## src/rtl/neuron_mac_sequencer.sv

```systemverilog
// neuron_mac_sequencer: serial signed dot-product with bias, optional ReLU, valid/ready result
module neuron_mac_sequencer #(
  parameter int INP_WIDTH = 8,
  parameter int N_INPUTS = 4,
  parameter int ACC_WIDTH = 24,
  parameter bit RELU_EN = 1'b1
) (
  input  logic clk,
  input  logic rst_n,
  input  logic start,
  input  logic abort,
  input  logic signed [ACC_WIDTH-1:0] bias,
  input  logic in_valid,
  output logic in_ready,
  input  logic signed [INP_WIDTH-1:0] x,
  input  logic signed [INP_WIDTH-1:0] w,
  output logic out_valid,
  input  logic out_ready,
  output logic signed [ACC_WIDTH-1:0] y,
  output logic busy,
  output logic ovf
);
  typedef enum logic [1:0] {IDLE, RUN, DONE} state_t;
  localparam int CW = N_INPUTS > 1 ? $clog2(N_INPUTS) : 1;
  state_t state, state_nx;
  logic [CW-1:0] cnt;
  logic signed [ACC_WIDTH-1:0] acc, prod_x, sum;
  logic signed [2*INP_WIDTH-1:0] prod;
  logic accept, last, sum_ovf;
  assign prod = x * w;
  assign prod_x = ACC_WIDTH'(prod);
  assign sum = acc + prod_x;
  assign sum_ovf = (acc[ACC_WIDTH-1] == prod_x[ACC_WIDTH-1]) && (sum[ACC_WIDTH-1] != acc[ACC_WIDTH-1]);
  assign in_ready = state == RUN;
  assign out_valid = state == DONE;
  assign busy = state != IDLE;
  assign accept = in_valid && in_ready;
  assign last = cnt == CW'(N_INPUTS - 1);
  always_comb begin
    state_nx = abort ? IDLE :
               (state == IDLE && start) ? RUN :
               (state == RUN && accept && last) ? DONE :
               (state == DONE && out_ready) ? IDLE : state;
  end
  always_ff @(posedge clk) begin
    if (!rst_n) begin
      state <= IDLE;
      acc <= '0;
      cnt <= '0;
      y <= '0;
      ovf <= 1'b0;
    end else begin
      state <= state_nx;
      if (abort) begin
        cnt <= '0;
      end else if (state == IDLE && start) begin
        acc <= bias;
        cnt <= '0;
        ovf <= 1'b0;
      end else if (accept) begin
        acc <= sum;
        cnt <= cnt + 1'b1;
        ovf <= ovf | sum_ovf;
        if (last) y <= (RELU_EN && sum[ACC_WIDTH-1]) ? '0 : sum;
      end
    end
  end
endmodule

```

## config.mk

```make
export PLATFORM = sky130hd
export DESIGN_NAME = neuron_mac_sequencer
export DESIGN_NICKNAME = d
export VERILOG_FILES = /design/src/rtl/neuron_mac_sequencer.sv
export SDC_FILE = /design/constraint.sdc
export NUM_CORES = 1
export LEC_CHECK = 0
export CAP_MARGIN = 15
export CELL_PAD_IN_SITES_DETAIL_PLACEMENT = 0
export CELL_PAD_IN_SITES_GLOBAL_PLACEMENT = 2
export CORE_MARGIN = 2
export CORE_UTILIZATION = 37
export CTS_CLUSTER_SIZE = 24
export DETAILED_ROUTE_END_ITERATION = 10
export PLACE_DENSITY = 0.91
export SYNTH_ARGS = -nofsm -noshare
export SYNTH_HDL_FRONTEND = slang
export SYNTH_SLANG_ARGS = --single-unit
```

## constraint.sdc

```tcl
create_clock -name clk -period 18.2 [get_ports clk]
set_clock_uncertainty 0.15 [all_clocks]
set_input_delay 2.73 -clock clk [delete_from_list [all_inputs] [get_ports clk]]
set_output_delay 2.73 -clock clk [all_outputs]
set_load 0.02 [all_outputs]
```

==> results.txt, run 1 <==
Status -> completed
Fin Setup TNS -> 0 ns
Crit path cell chain -> clkdlybuf4s50_1 > and2_1 > fa_1 > inv_1 > fa_1 > fa_1 > fa_1 > inv_1 > ha_1 > a21o_1 > a21oi_1 > nor2_1 > a211o_1 > xnor2_2 > ha_1 > a21oi_1 > o21ai_0 > o41ai_1 > o21ai_2 > o31ai_4 > xor2_2 > mux2i_2 > buf_4 > a22o_1
PortBufs -> 72
Syn avg cell area -> 8.70 sq um
Hold Buf Count CTS -> 0
Layout net count -> 870
First-pass GRT wire length -> 22.4 mm
H-tree depth -> 2
Residual DRC count -> 0
Final Hold Viols -> 0
Compound-Gate Fraction of Synth Area -> 18.3%
Synth warn -> 0
Slew Limit Fails -> 0
WP data arrival -> 10.17 ns
R2R cell count -> 10
Highest clock rate -> 99.1 MHz
Worst Hold End -> acc[7]
Via-per-instance ratio -> 5.13
Layout cells sized above 1 -> 3.49%
Post-synthesis register bit count -> 52
Num CTS Buffers -> 5
Reg-to-Reg Start -> acc[4]
Core ar. -> 15100 sq um
Die span in x -> 128 um
Grt total ovfl -> 0
Initial antenna violation count -> 0
Mux contribution to synthesized area -> 0.973%
Reg-to-Reg End -> y[15]
Worst setup SP type -> input pin
Post-synthesis simple-gate area fraction -> 16.7%
CP Launch Point -> w[3]
Final wirelength -> 13.1 mm
Relative slew slack -> 24.9%
Seq/Total Area, Yosys -> 18.4%
Main synth FF type -> dfxtp_1
RSZ-0062 raised after global routing -> no
Worst setup EP type -> register
Pwr dens -> 195 nW/um^2
Ant diodes -> 0
Post-synthesis adder-cell area fraction -> 31.5%
Gr usage total -> 16.7%
Synth area leaders -> fa_1 (20%), dfxtp_1 (18%), ha_1 (12%)
Post-CTS Resized -> 0
HP Class -> register to register
Vias -> 4641
Finished Layout Cells -> 904
Largest area contributor in the netlist -> fa_1
Area Growth Syn to Fin -> 18.7%
WL/cell -> 14.5 um
Clock slew at the register clock pins of the worst setup and hold paths -> 0.07 ns
Pleak -> 3.18 nW
# IOs -> 74
Maxcap violations -> 0
Most frequent cells in the layout -> inv_1 (94), clkdlybuf4s50_1 (72), nand2_1 (67), fa_1 (56), ha_1 (53)
Fin crit share -> 55.5%
Clk sinks -> 52
CTS tree -> done
DP Wirelength -> 10.5 mm
Initial Utilization -> 37.5%
Cell Rows -> 45
Distinct cell type count after synthesis -> 59
Vias in the first global route -> 4642
Final ANT Viol Nets -> 0
Syn Nets -> 805
Final setup vio count -> 0
FF-to-FF setup slack -> 14.75 ns
Largest net degree at the start of global routing -> 37
Post-synth EDFFs -> 0
Tmin final -> 10.09 ns
Clk buf depth -> 2
Worst Max-Slew Pin Slew -> 1.13 ns
Crit path max fanout -> 15
1st-iter DRT viols -> 199
Largest family of logic cells by synthesized area -> adder cells
Synth Area in XOR/XNOR -> 6.30%
Number of buffers added for setup after CTS -> 0
Hold wc startpoint -> acc[7]
Peak supply drop -> 0.000109 V
Root Driver -> clkbuf_16
Die height -> 128 um
Synth Cell Area -> 5660 sq um
1st-pass router iterations -> 5
Slowest-stage cell, CP -> fa_1
FILL cells -> 1488
Area of the die -> 16300 sq um
Placed Cells -> 896
Commonest non-fill, non-tap cell in the layout -> inv_1
CP peak stage delay -> 0.61 ns
Skew-Pair Late Insertion Delay -> 0.29 ns
GP Congestion -> 0.802
Worst path most repeated cell -> fa_1
Critical path data required time -> 18.28 ns
Share of flip-flops with an asynchronous set or reset -> 0%
Critical path class -> input pin to register
Area share of the leading cell type in the synthesized netlist -> 19.8%
Cells after synthesis -> 650
Hold depth -> 2
registers in the layout, indices dropped and copies added (netlist names):
| name | flops |
|---|---|
| state | 2 |
| acc | 24 |
| y | 23 |
| ovf | 1 |
| cnt | 2 |
how the worst max path moves through the flow:
| stage | endpoint | slack [ns] | depth (start not counted) |
|---|---|---|---|
| final | y[15] | 8.11 | 24 |
| after floorplan | y[10] | 9.22 | 23 |
| after CTS | y[15] | 8.05 | 24 |
| after global placement | y[15] | 7.91 | 24 |
| after detailed placement | y[0] | 7.78 | 24 |
| after global routing | y[13] | 7.52 | 24 |
critical path, delay by kind of cell:
kind                       cells  cell delay (ns)
muxes                          1             0.50
buffers and inverters          4             1.06
adders and majority gates      6             2.95
AOI/OAI and AO/OA              9             1.82
xor gates and xnor gates       2             0.76
and+or+nand+nor                2             0.34
layer usage:
layer / wire [um] / part of all wire (%) / GRT usage, %
met5: 0 / 0 / 0
met3: 374 / 2.9 / 2.05
met4: 143 / 1.1 / 3.17
met2: 6230 / 48 / 27.6
met1: 6360 / 49 / 23.7
stage by stage:
step | util, % | setup WS (ns) | cell area, sq um | hold WS, ns | power [W]
2_1_floorplan | - | 9.22 | 5660 | 0.295 | 0.000999
3_3_place_gp | 43.5 | 7.91 | 6560 | 0.312 | 0.00120
3_5_place_dp | 43.5 | 7.78 | 6560 | 0.315 | 0.00121
4_1_cts | 44.5 | 8.05 | 6710 | 0.334 | 0.00132
5_1_grt | 44.5 | 7.52 | 6710 | 0.345 | 0.00145
6_report | 44.5 | 8.11 | 6710 | 0.329 | 0.00131
synth_stat cells, types with 2 or more instances:
cell type,instances
inv_1,94
nand2_1,67
fa_1,56
ha_1,53
dfxtp_1,52
and2_1,48
a21oi_1,40
xnor2_1,25
a22o_1,23
o21ai_0,21
nand3_1,18
nor2_1,16
clkbuf_1,14
nor2b_1,13
o211a_1,12
xor2_1,12
a21o_1,11
o211ai_1,5
a31oi_1,4
nand2b_1,4
nand4_1,4
nor3_1,4
o21bai_1,4
and3_1,3
mux2i_1,3
nor4_1,3
o21a_1,3
or3_1,3
a211o_1,2
buf_6,2
o21ai_1,2
o21ba_2,2
power by group:
part	internal, W	switching [W]	total [W]
Combinational	0.000442	0.000633	0.00108
Sequential	0.000124	0.00000702	0.000131
Clock	0.0000551	0.0000445	0.0000997
cells by family (layout without fill, tap and decap cells):
family,after synthesis,count (layout)
fa+ha+maj,109,109
simple gates,187,187
buf+inv,112,178
other cells,1,1
compound gates,145,145
xor+xnor,39,39
mux,5,5
flops,52,52
final cells by class:
cell class | count | area [sq um] | share of cell area [%]
Tap cell | 188 | 235 | 3.50
Clock buffer | 6 | 139 | 2.07
Inverter | 94 | 353 | 5.26
Timing Repair Buffer | 76 | 751 | 11.2
Clock inverter | 2 | 13.8 | 0.205
Sequential cell | 52 | 1040 | 15.5
Multi-Input combinational cell | 486 | 4180 | 62.3
Note: power is estimated with default switching activity, not from simulation.
==> run 2, diff against run 1 <==
CORE_UTILIZATION = 31   (was 37)
PLACE_DENSITY = 0.81   (was 0.91)
clock period = 9.1 ns   (was 18.2 ns; I/O delays follow)
==> run 2 against run 1 <==
Total power up 100%. Cell area up 1.2%. Non-clock buffer count up 2. Count of clock-buffer cells in the layout unchanged. Wire length up 3.4%. Clock power up 120%. Sequential power up 100%. Utilization down 6.7 points. Sequential share of layout area down 0.18 points. Sequential cell count unchanged. Register-to-register slack worse by 9.0 ns. Critical endpoint unchanged. Highest routed layer unchanged.
==> results.txt, run 2 (synthesized netlist as in run 1, its figures left out) <==
Status -> completed
Maxcap violations -> 0 (unchanged)
Layout net count -> 872 (+0.23%)
Slew Limit Fails -> 0 (unchanged)
Tmin final -> 8.26 ns
Cell Rows -> 49 (+8.9%)
Initial antenna violation count -> 0 (unchanged)
Root Driver -> clkbuf_16
Ant diodes -> 0 (unchanged)
Clk buf depth -> 2 (unchanged)
DP Wirelength -> 10.9 mm (+3.3%)
Die height -> 139 um (+9.0%)
PortBufs -> 72 (unchanged)
Commonest non-fill, non-tap cell in the layout -> inv_1
Die span in x -> 139 um (+9.0%)
Critical path data required time -> 9.19 ns (-9.09 ns)
Final wirelength -> 13.6 mm (+3.4%)
Biggest regs -> acc (24), y (23)
Worst setup SP type -> input pin
Peak supply drop -> 0.000224 V (+110%)
Final setup vio count -> 0 (unchanged)
Final Util -> 37.8% (-6.7 points)
Most frequent cells in the layout -> inv_1 (94), clkdlybuf4s50_1 (72), nand2_1 (67), fa_1 (56), ha_1 (53)
Register area -> 1040 sq um (unchanged)
Relative slew slack -> 22.8% (-2.1 points)
Area of the multi-input gates -> 4180 sq um (unchanged)
Clk sinks -> 52 (unchanged)
1st-pass router iterations -> 5 (unchanged)
WL/cell -> 14.3 um (-1.2%)
Num CTS Buffers -> 5 (unchanged)
Residual DRC count -> 0 (unchanged)
H-tree depth -> 2 (unchanged)
Gr usage total -> 14.5% (-2.2 points)
Fin crit share -> 90.8%
Skew-Pair Late Insertion Delay -> 0.29 ns (about the same)
Fin Setup TNS -> 0 ns (unchanged)
Crit path max fanout -> 15 (unchanged)
Worst Max-Slew Pin Slew -> 1.16 ns (+0.0318 ns)
Largest Register -> acc
Critical path class -> input pin to register
Top delay family on crit path -> adder cells
Via-per-instance ratio -> 4.87 (-5.2%)
Number of buffers added for setup after CTS -> 0 (unchanged)
CP bufs+invs -> 6 (+2)
CP peak stage delay -> 0.57 ns (-0.04 ns)
GP Congestion -> 0.791 (-1.3%)
Layout cells sized above 1 -> 3.62% (+0.13 points)
Clock slew at the register clock pins of the worst setup and hold paths -> 0.07 ns (about the same)
First-pass GRT wire length -> 23.3 mm (+3.8%)
Vias -> 4611 (-0.65%)
RSZ-0062 raised after global routing -> no
Max reg flops -> 24 (unchanged)
Vias in the first global route -> 4756 (+2.5%)
Hold Buf Count CTS -> 0 (unchanged)
1st-iter DRT viols -> 254 (+28%)
Pleak -> 3.19 nW (+0.44%)
Pwr dens -> 393 nW/um^2 (+100%)
# IOs -> 74 (unchanged)
Largest net degree at the start of global routing -> 37 (unchanged)
Tot Pwr -> 0.00267 W (+100%)
Highest clock rate -> 121 MHz
WP data arrival -> 8.35 ns (-1.82 ns)
Post-CTS Resized -> 0 (unchanged)
Core ar. -> 18000 sq um (+19%)
Area of the die -> 19300 sq um (+19%)
Grt total ovfl -> 0 (unchanged)
Final ANT Viol Nets -> 0 (unchanged)
CTS tree -> done
Initial Utilization -> 31.5% (-6.0 points)
HP Class -> register to register
Final Hold Viols -> 0 (unchanged)
FILL cells -> 1849 (+24%)
Area Growth Syn to Fin -> 20.0%
Worst setup EP type -> register
Slowest-stage cell, CP -> clkdlybuf4s50_1
run 2: changes by cell type in the layout (fill, tap and decap cells not counted):
| cell | previous run | this run |
|---|---|---|
| buf_4 | 4 | 6 |
| bufinv_16 | 0 | 1 |
| clkbuf_1 | 0 | 1 |
| clkbuf_8 | 1 | 0 |
| inv_6 | 1 | 0 |
run 2: cell type report:
cell class,instances,share of cell area [%]
Clock buffer,6,1.90
Clock inverter,2,0.516
Inverter,94,5.20
Multi-Input combinational cell,486,61.6
Sequential cell,52,15.3
Tap cell,229,4.22
Timing Repair Buffer,78,11.3
run 2: worst paths after layout:
check               from       to  slack [ns]  depth (start not counted)
setup reg to reg  acc[0]  acc[22]        5.77                         10
hold reg to reg   acc[7]   acc[7]        0.32                          2
hold / removal    acc[7]   acc[7]        0.32                          2
setup / recovery    x[3]    y[15]        0.84                         28
run 2: power breakdown:
| part | internal [W] | total (W) | switching (W) |
|---|---|---|---|
| Combinational | 0.000903 | 0.00219 | 0.00129 |
| Clock | 0.000130 | 0.000216 | 0.0000861 |
| Sequential | 0.000248 | 0.000263 | 0.0000147 |
| Total | 0.00128 | 0.00267 | 0.00139 |
run 2: layer usage:
metal,vias up,global-route usage [%],wire length [um]
met5,-,0,0
met2,62,24.5,6620
met1,2233,20.0,6430
li1,2304,-,-
met3,12,2.04,357
met4,0,2.76,153
run 2: stage by stage:
step	instance area (sq um)	std cells	setup WS, ns	hold WS [ns]
after floorplan	5660	650	1.48	0.295
after global placement	6630	939	0.514	0.307
after detailed placement	6630	939	0.456	0.316
after CTS	6790	947	0.783	0.331
after global routing	6790	947	0.274	0.357
final	6790	947	0.838	0.325
run 2: worst reg2reg max path, stage by stage (launching register included):
cell	delay, ns
dfxtp_1	0.32
ha_1	0.24
fa_1	0.42
a21oi_1	0.21
a2bb2oi_1	0.32
o2111ai_1	0.27
a21bo_2	0.30
o31ai_1	0.32
o21ai_1	0.18
or3b_1	0.37
a31oi_1	0.15
